<file path="src/rtl/prom_loader.sv">
`default_nettype none
// ============================================================================
//  Module   : prom_loader
//  Purpose  : Download-able 256x4 nibble PROM. A byte stream (valid/ready)
//             is packed into a 128x8 RAM. The result is served through the
//             same registered 256x4 read port (a -> d, 1-cycle latency) as
//             the fixed PROMs.
//  Ports    : clk, reset (async, active-high)
//             start            - one-cycle pulse, begins a (re)load
//             in_data/in_valid/in_ready - byte stream handshake
//             busy             - load in progress
//             loaded           - image complete, read port live
//             load_err         - checksum failure (0 unless checksum built in)
//             a / d            - PROM read address / registered nibble data
//  Options  : `define PROM_LOADER_CHECKSUM_EN adds a trailing checksum byte.
//             The sum of all data bytes plus the checksum must be 0 mod 256.
//  Revision : 1.0 - initial release
// ============================================================================
module prom_loader #(
    parameter int NBYTES   = 128,
    parameter bit HI_FIRST = 1'b0
) (
    input  logic       clk,
    input  logic       reset,
    input  logic       start,
    input  logic [7:0] in_data,
    input  logic       in_valid,
    output logic       in_ready,
    output logic       busy,
    output logic       loaded,
    output logic       load_err,
    input  logic [7:0] a,
    output logic [3:0] d
);
    localparam int CW = $clog2(NBYTES);
    localparam logic [CW-1:0] c_LAST = CW'(NBYTES - 1);

    localparam logic [1:0] c_IDLE  = 2'd0;
    localparam logic [1:0] c_LOAD  = 2'd1;
    localparam logic [1:0] c_DONE  = 2'd3;
`ifdef PROM_LOADER_CHECKSUM_EN
    localparam logic [1:0] c_CHECK = 2'd2;
`endif

    logic [1:0]    r_state;
    logic [CW-1:0] r_cnt;
    logic [7:0]    r_ram [NBYTES];
    logic          w_xfer;
    logic          w_wr;
    logic [7:0]    w_rbyte;

    // Only LOAD (and CHECK) accept bytes; everything else drops the stream.
    always_comb begin
        in_ready = (r_state == c_LOAD);
`ifdef PROM_LOADER_CHECKSUM_EN
        in_ready = in_ready | (r_state == c_CHECK);
`endif
    end

    assign busy   = in_ready;
    assign loaded = (r_state == c_DONE);
    assign w_xfer = in_valid & in_ready;
    assign w_wr   = w_xfer & (r_state == c_LOAD);

`ifdef PROM_LOADER_CHECKSUM_EN
    logic [7:0] r_sum;
    logic [7:0] w_sum_next;
    logic       r_err;

    assign w_sum_next = r_sum + in_data;
    assign load_err   = r_err;

    // Running sum of data bytes; the checksum byte is added in CHECK and
    // the 8-bit total must come out as zero.
    always_ff @(posedge clk or posedge reset) begin
        if (reset) begin
            r_sum <= 8'd0;
            r_err <= 1'b0;
        end else begin
            if ((r_state == c_IDLE || r_state == c_DONE) && start) begin
                r_sum <= 8'd0;
                r_err <= 1'b0;
            end else if (w_wr) begin
                r_sum <= w_sum_next;
            end else if (r_state == c_CHECK && w_xfer && w_sum_next != 8'd0) begin
                r_err <= 1'b1;
            end
        end
    end
`else
    assign load_err = 1'b0;
`endif

    always_ff @(posedge clk or posedge reset) begin
        if (reset) begin
            r_state <= c_IDLE;
            r_cnt   <= '0;
        end else begin
            case (r_state)
                c_IDLE, c_DONE: begin
                    if (start) begin
                        r_state <= c_LOAD;
                        r_cnt   <= '0;
                    end
                end
                c_LOAD: begin
                    if (w_xfer) begin
                        // The last byte leaves LOAD instead of incrementing,
                        // so the counter never wraps.
                        if (r_cnt == c_LAST) begin
`ifdef PROM_LOADER_CHECKSUM_EN
                            r_state <= c_CHECK;
`else
                            r_state <= c_DONE;
`endif
                        end else begin
                            r_cnt <= r_cnt + 1'b1;
                        end
                    end
                end
`ifdef PROM_LOADER_CHECKSUM_EN
                c_CHECK: begin
                    if (w_xfer) begin
                        r_state <= (w_sum_next == 8'd0) ? c_DONE : c_IDLE;
                    end
                end
`endif
                default: r_state <= c_IDLE;
            endcase
        end
    end

    // Image storage: no reset so it maps onto block/distributed RAM.
    always_ff @(posedge clk) begin
        if (w_wr) begin
            r_ram[r_cnt] <= in_data;
        end
    end

    assign w_rbyte = r_ram[a[CW:1]];

    // Reads return zero until an image is complete. Writes only happen
    // while loaded is low, so there is no read/write hazard.
    always_ff @(posedge clk or posedge reset) begin
        if (reset) begin
            d <= 4'h0;
        end else if (!loaded) begin
            d <= 4'h0;
        end else begin
            d <= (a[0] ^ HI_FIRST) ? w_rbyte[7:4] : w_rbyte[3:0];
        end
    end

endmodule
`default_nettype wire

</file>
<file path="config.mk">
export PLATFORM = sky130hd
export DESIGN_NAME = prom_loader
export DESIGN_NICKNAME = d
export VERILOG_FILES = /design/src/rtl/prom_loader.sv
export SDC_FILE = /design/constraint.sdc
export NUM_CORES = 1
export LEC_CHECK = 0
export BUFFER_PORTS_ARGS = -buffer_cell sky130_fd_sc_hd__buf_2
export CAP_MARGIN = 20
export CORE_MARGIN = 4
export CORE_UTILIZATION = 49
export CTS_BUF_LIST = sky130_fd_sc_hd__clkbuf_4 sky130_fd_sc_hd__clkbuf_8 sky130_fd_sc_hd__clkbuf_16
export DETAILED_ROUTE_END_ITERATION = 10
export GPL_TIMING_DRIVEN = 1
export REMOVE_ABC_BUFFERS = 1
export SYNTH_ARGS = -nofsm -noshare
export SYNTH_HDL_FRONTEND = slang
export SYNTH_SLANG_ARGS = --single-unit
</file>
<file path="constraint.sdc">
create_clock -name clk -period 3 [get_ports clk]
set_clock_uncertainty 0.1 [all_clocks]
set_input_delay 0.15 -clock clk [delete_from_list [all_inputs] [get_ports clk]]
set_output_delay 0.15 -clock clk [all_outputs]
set_load 0.05 [all_outputs]
</file>
# Word level (Yosys, flattened, before mapping)
# Memory sizes are Yosys's and may differ from the RTL's.
# Cells that the tools add are included.
dict set report classes {
  add_sub_neg 1
  n_mul 0
  n_div 0
  n_lt_le_gt_ge 0
  eq_ne 7
  n_shift 0
  mux 12
  n_bitwise 2
  reduce_logical 5
}
# op count
set ops {}
lappend ops {{$mux 7} 3}
lappend ops {{$pmux 7 s2} 1}
lappend ops {{$mux 4} 2}
lappend ops {{$add 7x1->7 const B} 1}
lappend ops {{$eq 7x7->1 const B} 1}
lappend ops {{$mux 2} 3}
lappend ops {{$ne 2x1->1 const B} 2}
lappend ops {{$ne 2x2->1 const B} 2}
lappend ops {{$pmux 2 s2} 1}
lappend ops {{$reduce_and 4->1} 1}
lappend ops {{$reduce_and 3->1} 1}
lappend ops {{$and 1x1->1} 2}
lappend ops {{$eq 2x1->1 const B} 1}
lappend ops {{$eq 2x2->1 const B} 1}
lappend ops {{$logic_not 2->1} 1}
lappend ops {{$mux 1} 2}
lappend ops {{$reduce_bool 2->1} 1}
lappend ops {{$reduce_or 2->1} 1}
dict set report totals {
  ff_bits 13
  latchBits 0
  ramBits 1024
  romBits 0
  inputBits 20
  out_inout_bits 8
  word_cells 31
  n_memories 1
}
# name depth word_bits rd rd_clocked_by_memory_dff write_ports line_no
set memory_table {}
lappend memory_table {r_ram 128 8 1 0 1 47} ;# logic [7:0] r_ram [NBYTES];

# Longest topological paths before layout
dict set report logic_depth {
  ltp_word 5
  mapped_depth 12
  depth_no_buf 9
}

# Worst setup path before layout
# No wires, ideal clock.
dict set report synth_timing {
  path_kind {register to register}
  startpoint {register r_state[1]}
  endpoint {memory r_ram[63][0] (enable)}
  setup_time_ns 0.370
  t_arrival_ns 2.108
  required_time_ns 2.530
  setup_slack_ns 0.422
  stages_incl_launch_ff 7
  path_buffers 1
  synth_period_minus_slack_ns 2.578
  cell_sequence {dfrtp_1 -> inv_1 -> ha_1 -> and3_1 -> nand3_1 -> clkbuf_1 -> nor2_1}
}
dict set report synth_via {
  elab_chain_len 5
}
# item line_no
set synth_lines {}
lappend synth_lines {{from (decl)} 45} ;# logic [1:0] r_state;
lappend synth_lines {{from (signal assigned)} 96} ;# r_state <= c_IDLE;
lappend synth_lines {{from (signal assigned)} 102} ;# r_state <= c_LOAD;
lappend synth_lines {{from (signal assigned)} 114} ;# r_state <= c_DONE;
lappend synth_lines {{$eq 2x1->1 *} 54} ;# in_ready = (r_state == c_LOAD);
lappend synth_lines {{net busy} 29} ;# output logic busy,
lappend synth_lines {{$and 1x1->1} 62} ;# assign w_xfer = in_valid & in_ready;
lappend synth_lines {{$and 1x1->1 *} 63} ;# assign w_wr = w_xfer & (r_state == c_LOAD);
lappend synth_lines {{$mux 1 *} 135} ;# if (w_wr) begin
lappend synth_lines {{$mux 1 (implied by the code) *} 136} ;# r_ram[r_cnt] <= in_data;
lappend synth_lines {{to (decl)} 47}
# The timed path passes the listed nets; every way through them passes the cells marked *.

# Worst setup path after layout
dict set report layout_timing {
  startpoint {input a[3]}
  endpoint {register d[3]}
}
dict set report layout_via {
  elab_chain_len 3
}
# item line_no
set layout_lines {}
lappend layout_lines {{from (decl)} 32} ;# input logic [7:0] a,
lappend layout_lines {{$mem_v2 128x8} n/a}
lappend layout_lines {{$mux 4} 150} ;# d <= (a[0] ^ HI_FIRST) ? w_rbyte[7:4] : w_rbyte[3:0];
lappend layout_lines {{$mux 4} 147} ;# end else if (!loaded) begin
lappend layout_lines {{to (signal assigned)} 150}
lappend layout_lines {{to (decl)} 33} ;# output logic [3:0] d
# No other way between the ends.
# A chain may end at the register's enable or synchronous reset.

==> impl_metrics.toml <==
[pwr]
pwr-share-seq = 0.518
vdd_ir_drop_max_uv = 516
power.leakage_nw = 15.9
power_density_nw_per_um2 = 666
power_switching_mw = 7.15
sw_frac_of_total = 0.227
clkPwrFrac = 0.405
combPwrFrac = 0.077
internal-power_mw = 24.3

[worst_setup_path]
r2r_start = "r_ram[67][3]"
cp-end-kind = "register"
crit_family = "simple AND/OR/NAND/NOR gates"
start_kind = "input pin"
cp_data_arrival_time_ns = 3.55
crit_chain = "dlygate4sd3_1 -> buf_2 -> nand3b_1 -> buf_4 -> o22ai_1 -> nor4_1 -> buf_4 -> a2111oi_0 -> nor4b_1 -> a21o_1"
cp-startpoint = "a[3]"
cp_num_buf_inv = 4
path_class = "input pin to register"
cp_common_cell = "buf_4"
cp.required_ns = 3.46
max_stage_delay_ns = 0.94
crit_fanout = 11
slowest_stage = "nor4_1"

[floorplanning]
fp.dieArea_sq_um = 88500
io_pins = 28
die_y_um = 298
start_util = 0.497
dieWidth_um = 298
fp-row-count = 105
core-area_sq_um = 82600

[route]
via_per_inst = 6.15
route.detailed.drc = 0
dr_total_vias = 21931
drtIter0Drc = 2467
drt_wl_total_um = 106000
avgRoutedWirePerCell_um = 29.6
drtAntennaViolNets = 0
drtPass1Iterations = 6

[synth]
synth_edf_count = 1024
yosys_warnings = 0
synthesis.area_sq_um = 41100
ys_seq_area_frac = 0.757
synth.distinct_cells = 62
synth_cells = 2144
async_flop_share = 0.0125
ys_seq_elements = 1037
syn_avg_cell_area_sq_um = 19.2
synthFlopType = "edfxtp_1"

[job]
maxCapViolations = 0

[sta]
setup_ws_ns = -0.0926
fin_crit_ns = 3.09
slew_violations = 0
max_freq_ghz = 0.323
finalHoldViolations = 0
tightest_slew_ns = 1.12
final.setup.tns_ns = -0.0926
timing.final.crit_share = 1.03
rsz0062_at_grt = "false"
max_slew_margin = 0.249
setup_violations = 1

[global_routing]
busiest_layer = "met2"
grt_max_degree = 93
grt_use_total = 0.238
use_met2 = 0.373
grt_use_met3 = 0.0404
grt_pass1_wl_um = 154000
grt_overflow = 0
met1_usage = 0.350
grt_pass1_vias = 21769
antenna_found_initial = 2

[cells_and_area]
utilization = 0.572
syn_to_final_growth_pct = 15.1
drive_gt1_frac = 0.235
diodes = 0
fin_area_sq_um = 47300
fin_nets = 2439

[status]
violations = "negative setup slack"
outcome = "finished with violations"

[clock_tree]
tritoncts.num_buffers = 104
clockRootBuffer = "clkbuf_16"
clk_pin_slew_ns = 0.06
postCtsSetupBuffers = 0
cts_buffer_depth = 3
cts_tree = "yes"
cts-htree-levels = 3
clock_sinks = 1037
clk_latency_ns = 0.67

[placement]
numPortBuffers = 26
placedInstanceArea_sq_um = 43800
gp_congestion = 0.873
hpwl_um = 67700

[worst_hold_path]
hold_path_class = "input pin to asynchronous set/reset pin"
[cells in the mapped netlist, types with 6 or more instances]
master        n  area (sq um)
dfrtp_1      13           325
o221ai_1     46           403
o21ai_0      31           155
nor3_1       28           140
buf_8         8           120
clkbuf_1     40           150
a2111oi_0    13           114
mux4_2      131          2950
mux4_1       20           526
a21oi_1      46           230
mux2i_1     225          2250
a211oi_1      7          52.6
nor2_1      167           627
nor4_1       19           119
buf_12       11           220
nand3_1      15          75.1
nor2b_1       7          43.8
o22ai_1      63           394
edfxtp_1   1024         30700
buf_6        23           259
nand2_1      83           312
buf_2        31           155
inv_1         8          30.0
nand4_1       6          37.5
buf_4         7          52.6
[through the flow]
step | setup slack, ns | std cells | power [mW] | hold slack (ns)
after floorplan | 0.0703 | 2018 | 17.6 | -0.0730
after global placement | -0.266 | 3366 | 18.9 | 0.173
after detailed placement | -0.237 | 3366 | 19.0 | 0.190
after CTS | 0.0707 | 3567 | 31.7 | 0.0264
after global routing | 0.0175 | 3567 | 32.5 | 0.104
final | -0.0926 | 3567 | 31.5 | 0.0764
[power groups by stage]
stage	logic, mW	clock network, mW	registers, mW
2_1_floorplan	0.974	0	16.6
3_3_place_gp	2.35	0	16.6
3_5_place_dp	2.39	0	16.6
4_1_cts	2.42	13.0	16.3
5_1_grt	2.55	13.6	16.3
6_report	2.43	12.8	16.3
[flip-flops by register name, summed over array words and instances, names as in the netlist]
| signal | cells |
|---|---|
| r_ram | 1024 |
| d | 4 |
| r_state | 2 |
| r_cnt | 7 |
[cell type report]
cell class                 instances  area, sq um
fill                            6128        35300
sequential                      1037        31100
multi-input combinational        973         8980
clock buffer                     126         2800
timing repair buffer             291         2500
tap                             1070         1340
clock inverter                    62          557
inverter                           8         30.0
[final timing paths]
check                              to  slack [ns]  cells past startpoint
hold reg to reg            r_state[1]        0.49                      1
setup / recovery                 d[3]       -0.09                     10
setup reg to reg                 d[3]        0.23                      8
hold / removal               r_cnt[1]        0.08                      3
max in group asynchronous  r_state[1]        2.31                      3
min in group clk             r_cnt[0]        0.11                      4
[metal layers]
| metal | wire length [um] | share of wire |
|---|---|---|
| met1 | 44800 | 0.42 |
| met2 | 50100 | 0.47 |
| met4 | 2360 | 0.022 |
| met5 | 0 | 0 |
| met3 | 8490 | 0.080 |
[worst min-delay path, delay by kind of cell]
| kind | cells | cell delay (ns) |
|---|---|---|
| buffers and inverters | 3 | 1.18 |
[layout by cell type (no fill, tap or decap), types with 20 or more instances in the layout]
master / Yosys / final
nand2_1: 83 / 82
buf_12: 11 / 25
a21oi_1: 46 / 46
clkinv_1: 0 / 25
o22ai_1: 63 / 63
o221ai_1: 46 / 46
clkbuf_4: 2 / 20
mux4_2: 131 / 131
clkbuf_16: 0 / 106
edfxtp_1: 1024 / 1024
mux4_1: 20 / 20
mux2i_1: 225 / 225
o21ai_0: 31 / 30
nor2_1: 167 / 167
nor3_1: 28 / 28
clkinv_2: 0 / 22
buf_4: 7 / 236
[cell families (layout without fill, tap and decap cells)]
logic type / Yosys count / in the layout / share of synthesized area
flops: 1037 / 1037 / 0.757
mux: 377 / 377 / 0.140
simple gates: 354 / 354 / 0.0380
compound gates: 234 / 234 / 0.0389
buf+inv: 134 / 487 / 0.0249
fa+ha+maj: 4 / 4 / 0.00122
xor+xnor: 3 / 3 / 0.000640
other cells: 1 / 1 / 0.0000913
[repair_timing]
item / in CTS / in global routing
resized for setup: 0 / 1
endpoints found under the setup margin: 0 / 1
endpoints found under the hold margin: 241 / 0
hold buffers: 13 / 0
Note: power is estimated with default switching activity, not from simulation.
